File: config.mk
export PLATFORM = sky130hd
export DESIGN_NAME = timer_arbiter
export DESIGN_NICKNAME = d
export VERILOG_FILES = /design/src/rtl/timer_arbiter.sv
export SDC_FILE = /design/constraint.sdc
export NUM_CORES = 1
export LEC_CHECK = 0
export BUFFER_PORTS_ARGS = -buffer_cell sky130_fd_sc_hd__buf_4
export CORE_ASPECT_RATIO = 2
export CORE_MARGIN = 5
export CORE_UTILIZATION = 52
export CTS_CLUSTER_DIAMETER = 80
export DETAILED_ROUTE_END_ITERATION = 12
export PLACE_DENSITY = 0.84
export REMOVE_ABC_BUFFERS = 1
export SYNTH_ARGS = -nofsm -noshare
export SYNTH_HDL_FRONTEND = slang
export SYNTH_SLANG_ARGS = --single-unit
export TNS_END_PERCENT = 20
File: constraint.sdc
create_clock -name CLK -period 5.2 [get_ports CLK]
set_clock_uncertainty 0.2 [all_clocks]
set_input_delay 0.52 -clock CLK [delete_from_list [all_inputs] [get_ports CLK]]
set_output_delay 0.52 -clock CLK [all_outputs]
set_load 0.1 [all_outputs]
File: src/rtl/timer_arbiter.sv
// timer_arbiter
// -------------
// Shares one countdown timer (and its tick prescaler) among NREQ requesters,
// e.g. door-open hold, floor-travel delay and display blink. Requesters are
// served round-robin and only one timed interval runs at a time.
//
// Handshake: a requester raises req[i] with dur[i] valid and holds req[i]
// until it sees done[i] for one cycle. dur[i] is sampled only on the grant
// edge. Dropping req[i] while it owns a running interval abandons it: the
// timer returns to IDLE with no done pulse. req of the owner is ignored in
// the DONE cycle.
//
// Ports:
//   CLK        system clock, rising edge
//   RST        asynchronous, active-high reset
//   req        [NREQ]        level request per requester
//   dur        [NREQ*DUR_W]  duration in ticks, requester i at [i*DUR_W +: DUR_W]
//   gnt        [NREQ]        one-hot current owner, or 0
//   done       [NREQ]        one-cycle pulse on the owner's bit at expiry
//   busy       high whenever the FSM is not IDLE
//   remaining  [DUR_W]       ticks left for the current owner
//   dbg_state  [2]           FSM state (0 IDLE, 1 RUN, 2 DONE)

module timer_arbiter #(
  parameter int TICK_DIV = 50_000_000,
  parameter int NREQ     = 3,
  parameter int DUR_W    = 8
) (
  input  logic                    CLK,
  input  logic                    RST,
  input  logic [NREQ-1:0]         req,
  input  logic [NREQ*DUR_W-1:0]   dur,
  output logic [NREQ-1:0]         gnt,
  output logic [NREQ-1:0]         done,
  output logic                    busy,
  output logic [DUR_W-1:0]        remaining,
  output logic [1:0]              dbg_state
);

  localparam int IDX_W = (NREQ > 1) ? $clog2(NREQ) : 1;
  localparam int CNT_W = (TICK_DIV > 1) ? $clog2(TICK_DIV) : 1;
  localparam logic [CNT_W-1:0] CNT_MAX  = CNT_W'(TICK_DIV - 1);
  localparam logic [IDX_W-1:0] LAST_IDX = IDX_W'(NREQ - 1);

  typedef enum logic [1:0] {
    IDLE = 2'd0,
    RUN  = 2'd1,
    DONE = 2'd2
  } state_t;

  state_t             state, state_n;
  logic [IDX_W-1:0]   owner, owner_n;
  logic [IDX_W-1:0]   ptr, ptr_n;
  logic [IDX_W-1:0]   owner_inc;
  logic [IDX_W-1:0]   win_idx;
  logic               win_found;
  logic [DUR_W-1:0]   win_dur;
  logic [DUR_W-1:0]   remaining_n;
  logic [CNT_W-1:0]   cnt, cnt_n;
  logic               tick;
  logic [NREQ-1:0]    owner_oh;

  // Round-robin search: first set req bit at or above ptr, wrapping.
  // Iterating from the farthest candidate down lets the nearest one win.
  always_comb begin
    int idx;
    idx       = 0;
    win_found = 1'b0;
    win_idx   = '0;
    for (int k = NREQ - 1; k >= 0; k--) begin
      idx = int'(ptr) + k;
      if (idx >= NREQ) idx = idx - NREQ;
      if (req[idx]) begin
        win_found = 1'b1;
        win_idx   = IDX_W'(idx);
      end
    end
  end

  assign win_dur   = dur[win_idx*DUR_W +: DUR_W];
  assign owner_inc = (owner == LAST_IDX) ? '0 : owner + 1'b1;
  assign owner_oh  = {{(NREQ-1){1'b0}}, 1'b1} << owner;

  // The prescaler only advances in RUN and is zeroed on grant, so the first
  // tick lands exactly TICK_DIV cycles after the grant edge.
  assign tick = (state == RUN) && (cnt == CNT_MAX);

  always_comb begin
    state_n     = state;
    owner_n     = owner;
    ptr_n       = ptr;
    remaining_n = remaining;
    cnt_n       = cnt;
    case (state)
      IDLE: begin
        if (win_found) begin
          owner_n     = win_idx;
          remaining_n = win_dur;
          cnt_n       = '0;
          // A zero duration skips RUN and expires immediately.
          state_n     = (win_dur == '0) ? DONE : RUN;
        end
      end
      RUN: begin
        if (!req[owner]) begin
          // Abandon wins over a coincident tick: no done pulse.
          state_n     = IDLE;
          remaining_n = '0;
          cnt_n       = '0;
          ptr_n       = owner_inc;
        end else begin
          cnt_n = tick ? '0 : cnt + 1'b1;
          if (tick) begin
            if (remaining <= DUR_W'(1)) begin
              remaining_n = '0;
              state_n     = DONE;
            end else begin
              remaining_n = remaining - 1'b1;
            end
          end
        end
      end
      DONE: begin
        state_n     = IDLE;
        remaining_n = '0;
        cnt_n       = '0;
        ptr_n       = owner_inc;
      end
      default: begin
        state_n     = IDLE;
        remaining_n = '0;
        cnt_n       = '0;
      end
    endcase
  end

  always_ff @(posedge CLK or posedge RST) begin
    if (RST) begin
      state     <= IDLE;
      owner     <= '0;
      ptr       <= '0;
      remaining <= '0;
      cnt       <= '0;
    end else begin
      state     <= state_n;
      owner     <= owner_n;
      ptr       <= ptr_n;
      remaining <= remaining_n;
      cnt       <= cnt_n;
    end
  end

  // Outputs decode straight from registered state so async reset clears
  // them without waiting for a clock edge.
  assign gnt       = (state != IDLE) ? owner_oh : '0;
  assign done      = (state == DONE) ? owner_oh : '0;
  assign busy      = (state != IDLE);
  assign dbg_state = state;

endmodule

## Word-level counts from Yosys, hierarchy flattened

Cells that the tools add are included.

| word-level totals | value |
|---|---|
| logic and storage cells | 80 |
| register bits | 40 |
| output and inout port bits | 17 |

| cells by class | value |
|---|---|
| $lt $le $gt $ge | 8 |
| $add $sub $neg | 8 |
| reductions and logical operators | 9 |
| shift operators | 2 |
| multiplexer cells | 40 |
| eq/ne operators | 8 |

Operators by type and width:

| kind | number |
|---|---|
| less-than comparator 32 x 4 -> 1 bit, second input constant | 3 |
| 2-to-1 mux 32 bit | 3 |
| 2-to-1 mux 26 bit | 3 |
| one-hot mux 26 bit (2 select lines) | 1 |
| 2-to-1 mux 8 bit | 4 |
| adder 26 x 1 -> 26 bit, second input constant | 1 |
| == test 26 bit, second input constant | 1 |
| variable part select 24 x 6 -> 8 bit | 1 |
| 2-to-1 mux 2 bit | 10 |
| one-hot mux 8 bit (2 select lines) | 1 |
| 2-to-1 mux 1 bit | 10 |
| binary-select mux 1 bit (select 2 bit) | 4 |
| <= comparator 8 x 1 -> 1 bit, second input constant | 1 |
| zero test 8 bit | 1 |
| one-hot mux 2 bit (2 select lines) | 2 |
| subtractor 3 x 2 -> 4 bit, second input constant | 2 |
| subtractor 8 x 1 -> 8 bit, second input constant | 1 |
| >= comparator 3 x 2 -> 1 bit, second input constant | 2 |
| 2-to-1 mux 3 bit | 2 |
| AND reduction 2 bit | 3 |
| == test 2 bit, second input constant | 2 |
| != test 2 bit, second input constant | 2 |
| nonzero test 2 bit | 2 |
| adder 2 x 1 -> 3 bit, second input constant | 1 |
| other kinds (12) | 12 |

## Depth between registers and ports, before layout

| logic depth | value |
|---|---|
| word-level depth | 14 |
| depth in mapped cells | 11 |

## Worst setup path after synthesis

OpenSTA, ideal clock, no wires.

| timing | value |
|---|---|
| kind | register -> output |
| from | register state[0] (netlist: dbg_state[0]) |
| to | output port gnt[0] |
| data arrival time | 3.333 ns |
| buffers on the path | 0 |
| required time | 4.480 ns |
| stages on the path, launching flop included | 3 |
| path slack | 1.147 ns |
| path through | dfrtp_1 nor2_1 nor3_1 |

| between the ends | value |
|---|---|
| longest elaborated chain between the ends | 2 |

RTL lines:

| element | line | RTL |
|---|---|---|
| from (decl) | 51 | `state_t state, state_n;` |
| from (signal assigned) | 145 | `state <= state_n;` |
| nonzero test 2 bit | 155 | `assign gnt = (state != IDLE) ? owner_oh : '0;` |
| 2-to-1 mux 3 bit | 155 |  |
| to (decl) | 33 | `output logic [NREQ-1:0] gnt,` |

No other way between the ends.

## Worst setup path in the final report

| timing | value |
|---|---|
| from | register ptr[0] |
| to | register state[1] (netlist: dbg_state[1]) |

| between the ends | value |
|---|---|
| longest elaborated chain between the ends | 14 |
| elaborated cells on any way between the ends | 33 |

RTL lines:

| element | line | RTL |
|---|---|---|
| from (decl) | 53 | `logic [IDX_W-1:0] ptr, ptr_n;` |
| from (signal assigned) | 147 | `ptr <= ptr_n;` |
| adder 2 x 2 -> 3 bit | 71 | `idx = int'(ptr) + k;` |
| subtractor 3 x 2 -> 4 bit / >= comparator 3 x 2 -> 1 bit (equally long branches) | 72 | `if (idx >= NREQ) idx = idx - NREQ;` |
| 2-to-1 mux 32 bit | 72 |  |
| binary-select mux 1 bit (select 2 bit) | 73 | `if (req[idx]) begin` |
| 2-to-1 mux 1 bit (not written as such) (2 in a row) | 73 |  |
| 2-to-1 mux 2 bit (3 in a row) | 73 |  |
| variable part select 24 x 6 -> 8 bit | 80 | `assign win_dur = dur[win_idx*DUR_W +: DUR_W];` |
| zero test 8 bit | 101 | `state_n = (win_dur == '0) ? DONE : RUN;` |
| 2-to-1 mux 2 bit | 101 |  |
| 2-to-1 mux 2 bit | 96 | `if (win_found) begin` |
| one-hot mux 2 bit (2 select lines) | 94 | `case (state)` |

Parallel ways exist; a longest one is shown, timed or not. The select of a mux whose other input is x is not followed.
A chain may end at the register's enable or synchronous reset.

==> results.cfg <==
[run_status]
outcome = complete, no violations

[grt]
grt_pass1_wl_um = 11740
grt_use_total = 0.2192
grt_start_max_net_pins = 41
overflow = 0
antenna_found_initial = 0
grt_pass1_vias = 2540

[clock_tree]
insertion_delay_ns = 0.30
path_clk_slew_ns = 0.08
clockBufferDepth = 2
cts_hold_buffers = 0
clockRootBuffer = clkbuf_8
cts_tree = yes
cts_setup_buffers = 0
cts-buffers-inserted = 5
cts_resized = 0
h-tree-depth = 2
cts_sinks = 40

[floorplan]
dieArea_sq_um = 6951
fp-row-count = 37
chipHeight_um = 113.0
num_io_pins = 46
die_w_um = 61.51
start_util = 0.5369
coreArea_sq_um = 5139

[detailed_routing]
first_iter_violations = 81
vias = 2543
ant_nets = 0
detail_route.wl_per_cell_um = 17.03
vias_per_cell = 6.218
drt-total-wl_um = 6967
drt_pre_antenna_iters = 4
drc_errors = 0

[critical_path]
worstSetupPathType = reg -> reg
r2r_cells = 9
crit_arrival_ns = 3.18
endpoint_kind = flip-flop
crit_fanout = 13
start_kind = flip-flop
worstPathRequired_ns = 5.19

[logic_synthesis]
async_flop_share = 1.000
syn-instance-count = 308
synth.distinct_cells = 59
yosysWarnings = 0
synth_edf_count = 0
synth_fa_ha_area_frac = 0.02721
synth_top_family_by_area = simple AND/OR/NAND/NOR gates
synth_mux_area_frac = 0.07574
yosysSeqAreaShare = 0.3628
synth_seq_cells = 40
synth_area_sq_um = 2759
avgSynthCellArea_sq_um = 8.957
synthSimpleGateAreaFrac = 0.2662
synthXorXnorAreaFrac = 0.07302
ys.flop_type = dfrtp_1
synth-compound-area-share = 0.1506

[power_and_ir_drop]
p_leak_nw = 1.390
finalPower_w = 0.001912
p_per_area_nw_per_um2 = 589.2
max-vdd-ir-drop_uv = 469.5

[sta]
max-slew-margin-rel = 0.5933
worstMarginPinSlew_ns = 0.6100
final.min_clock_period_ns = 3.190
setup_violations = 0
maxSlewViolCount = 0
max_freq_ghz = 0.3135
tns_ns = 0
grt_setup_unrepaired = false
hold_violations = 0
hold_slack_ns = 0.1380
fin_crit_sh = 0.6134

[min_path]
min_path_type = in -> async

[finish]
fillCellCount = 413
num-nets-final = 385
area_growth_pct = 17.60
antennaDiodeCount = 0
drive_gt1_frac = 0.2108

[job]
cap_violations = 0

[place]
port_buffers = 45
globalplace.congestion = 0.8906
dp_hpwl_um = 5330
Yosys cell counts (2+ instances only):
cell type,n,area [sq um]
nand2_4,2,22.52
o31ai_1,2,15.01
mux2_2,5,56.30
clkbuf_1,4,15.01
nand3_1,12,60.06
a22o_1,3,26.28
o22ai_1,6,37.54
nand4_1,8,50.05
o211ai_1,3,22.52
dfrtp_1,40,1001
mux2i_1,13,130.1
ha_1,6,75.07
mux2_1,2,22.52
a21oi_1,2,10.01
buf_4,2,15.01
a211oi_1,2,15.01
xor2_1,9,78.83
nor3_1,12,60.06
a2bb2oi_1,5,43.79
and2_1,2,12.51
inv_1,14,52.55
nand2b_1,4,25.02
xnor2_1,14,122.6
a32o_1,2,20.02
and4_1,2,17.52
nor4b_1,3,26.28
o21ai_0,16,80.08
nor2b_1,5,31.28
or3_1,6,37.54
nand2_1,16,60.06
o221ai_2,2,30.03
nand3b_1,2,15.01
nor4_1,4,25.02
and3_1,6,37.54
buf_2,5,25.02
or4_4,2,22.52
nor2_1,43,161.4
report_power, final:
| part | total, W | switching, W | internal, W |
|---|---|---|---|
| logic | 0.00118 | 0.000808 | 0.000376 |
| clock network | 0.000285 | 0.000115 | 0.000169 |
| registers | 0.000443 | 0.0000789 | 0.000364 |
layout make-up:
type / instances / area, sq um / share of cell area
Multi-Input combinational cell: 241 / 1635 / 0.5041
Sequential cell: 40 / 1001 / 0.3085
Inverter: 15 / 56.30 / 0.01735
Tap cell: 58 / 72.57 / 0.02237
Timing Repair Buffer: 47 / 352.8 / 0.1088
Clock inverter: 1 / 30.03 / 0.009256
Clock buffer: 7 / 96.34 / 0.02970
per-stage QoR:
stage	util	cells	setup WS (ns)	area (sq um)
after global placement	0.6068	401	2.103	3118
final	0.6314	409	2.010	3244
after CTS	0.6314	409	2.008	3244
after detailed placement	0.6068	401	2.024	3118
after floorplan	-	296	1.147	2693
after global routing	0.6314	409	1.859	3244
per-layer routing:
layer,share of wire,global-route usage,wire (um)
met4,0.037,0.09773,256
met1,0.34,0.2405,2388
met5,0,0,0
met3,0.042,0.02854,292
met2,0.58,0.3940,4030
path summary, 6_finish.rpt:
path / startpoint / end / slack, ns
max in group asynchronous: RST / cnt[20] / 4.30
max reg2reg: ptr[0] / dbg_state[1] / 2.01
min reg2reg: cnt[1] / cnt[1] / 0.33
min in group CLK: cnt[1] / cnt[1] / 0.33
max: ptr[0] / dbg_state[1] / 2.01
min: RST / cnt[13] / 0.14
kinds of logic after synthesis:
logic type                 Yosys count
muxes                               20
AOI/OAI and AO/OA                   54
DFF                                 40
adders and majority gates            6
and+or+nand+nor                    138
buffers and inverters               27
xor gates and xnor gates            23
state kept, by name (all words and copies together), names as in the netlist:
| name | flops |
|---|---|
| cnt | 26 |
| remaining | 8 |
| dbg_state | 2 |
| owner | 2 |
| ptr | 2 |
layout by cell type, fill, tap and decap left out, types with 3 or more instances in the layout:
cell type / instances
buf_4: 47
nor2_1: 43
dfrtp_1: 40
o21ai_0: 16
nand2_1: 16
inv_1: 14
xnor2_1: 14
mux2i_1: 13
nand3_1: 12
nor3_1: 12
xor2_1: 9
nand4_1: 8
clkbuf_8: 7
and3_1: 6
o22ai_1: 6
or3_1: 6
ha_1: 6
nor2b_1: 5
a2bb2oi_1: 5
mux2_2: 5
nor4_1: 4
nand2b_1: 4
nor4b_1: 3
o211ai_1: 3
a22o_1: 3
critical path, stage by stage, from the launching register on:
cell and delay (ns):
dfrtp_1 0.38, inv_1 0.07, ha_1 0.44, inv_1 0.10
o41a_1 0.46, o32ai_4 0.54, mux2i_1 0.28, a2bb2oi_1 0.29
o32ai_1 0.13, and3_1 0.19
(Power assumes the default switching activity.)
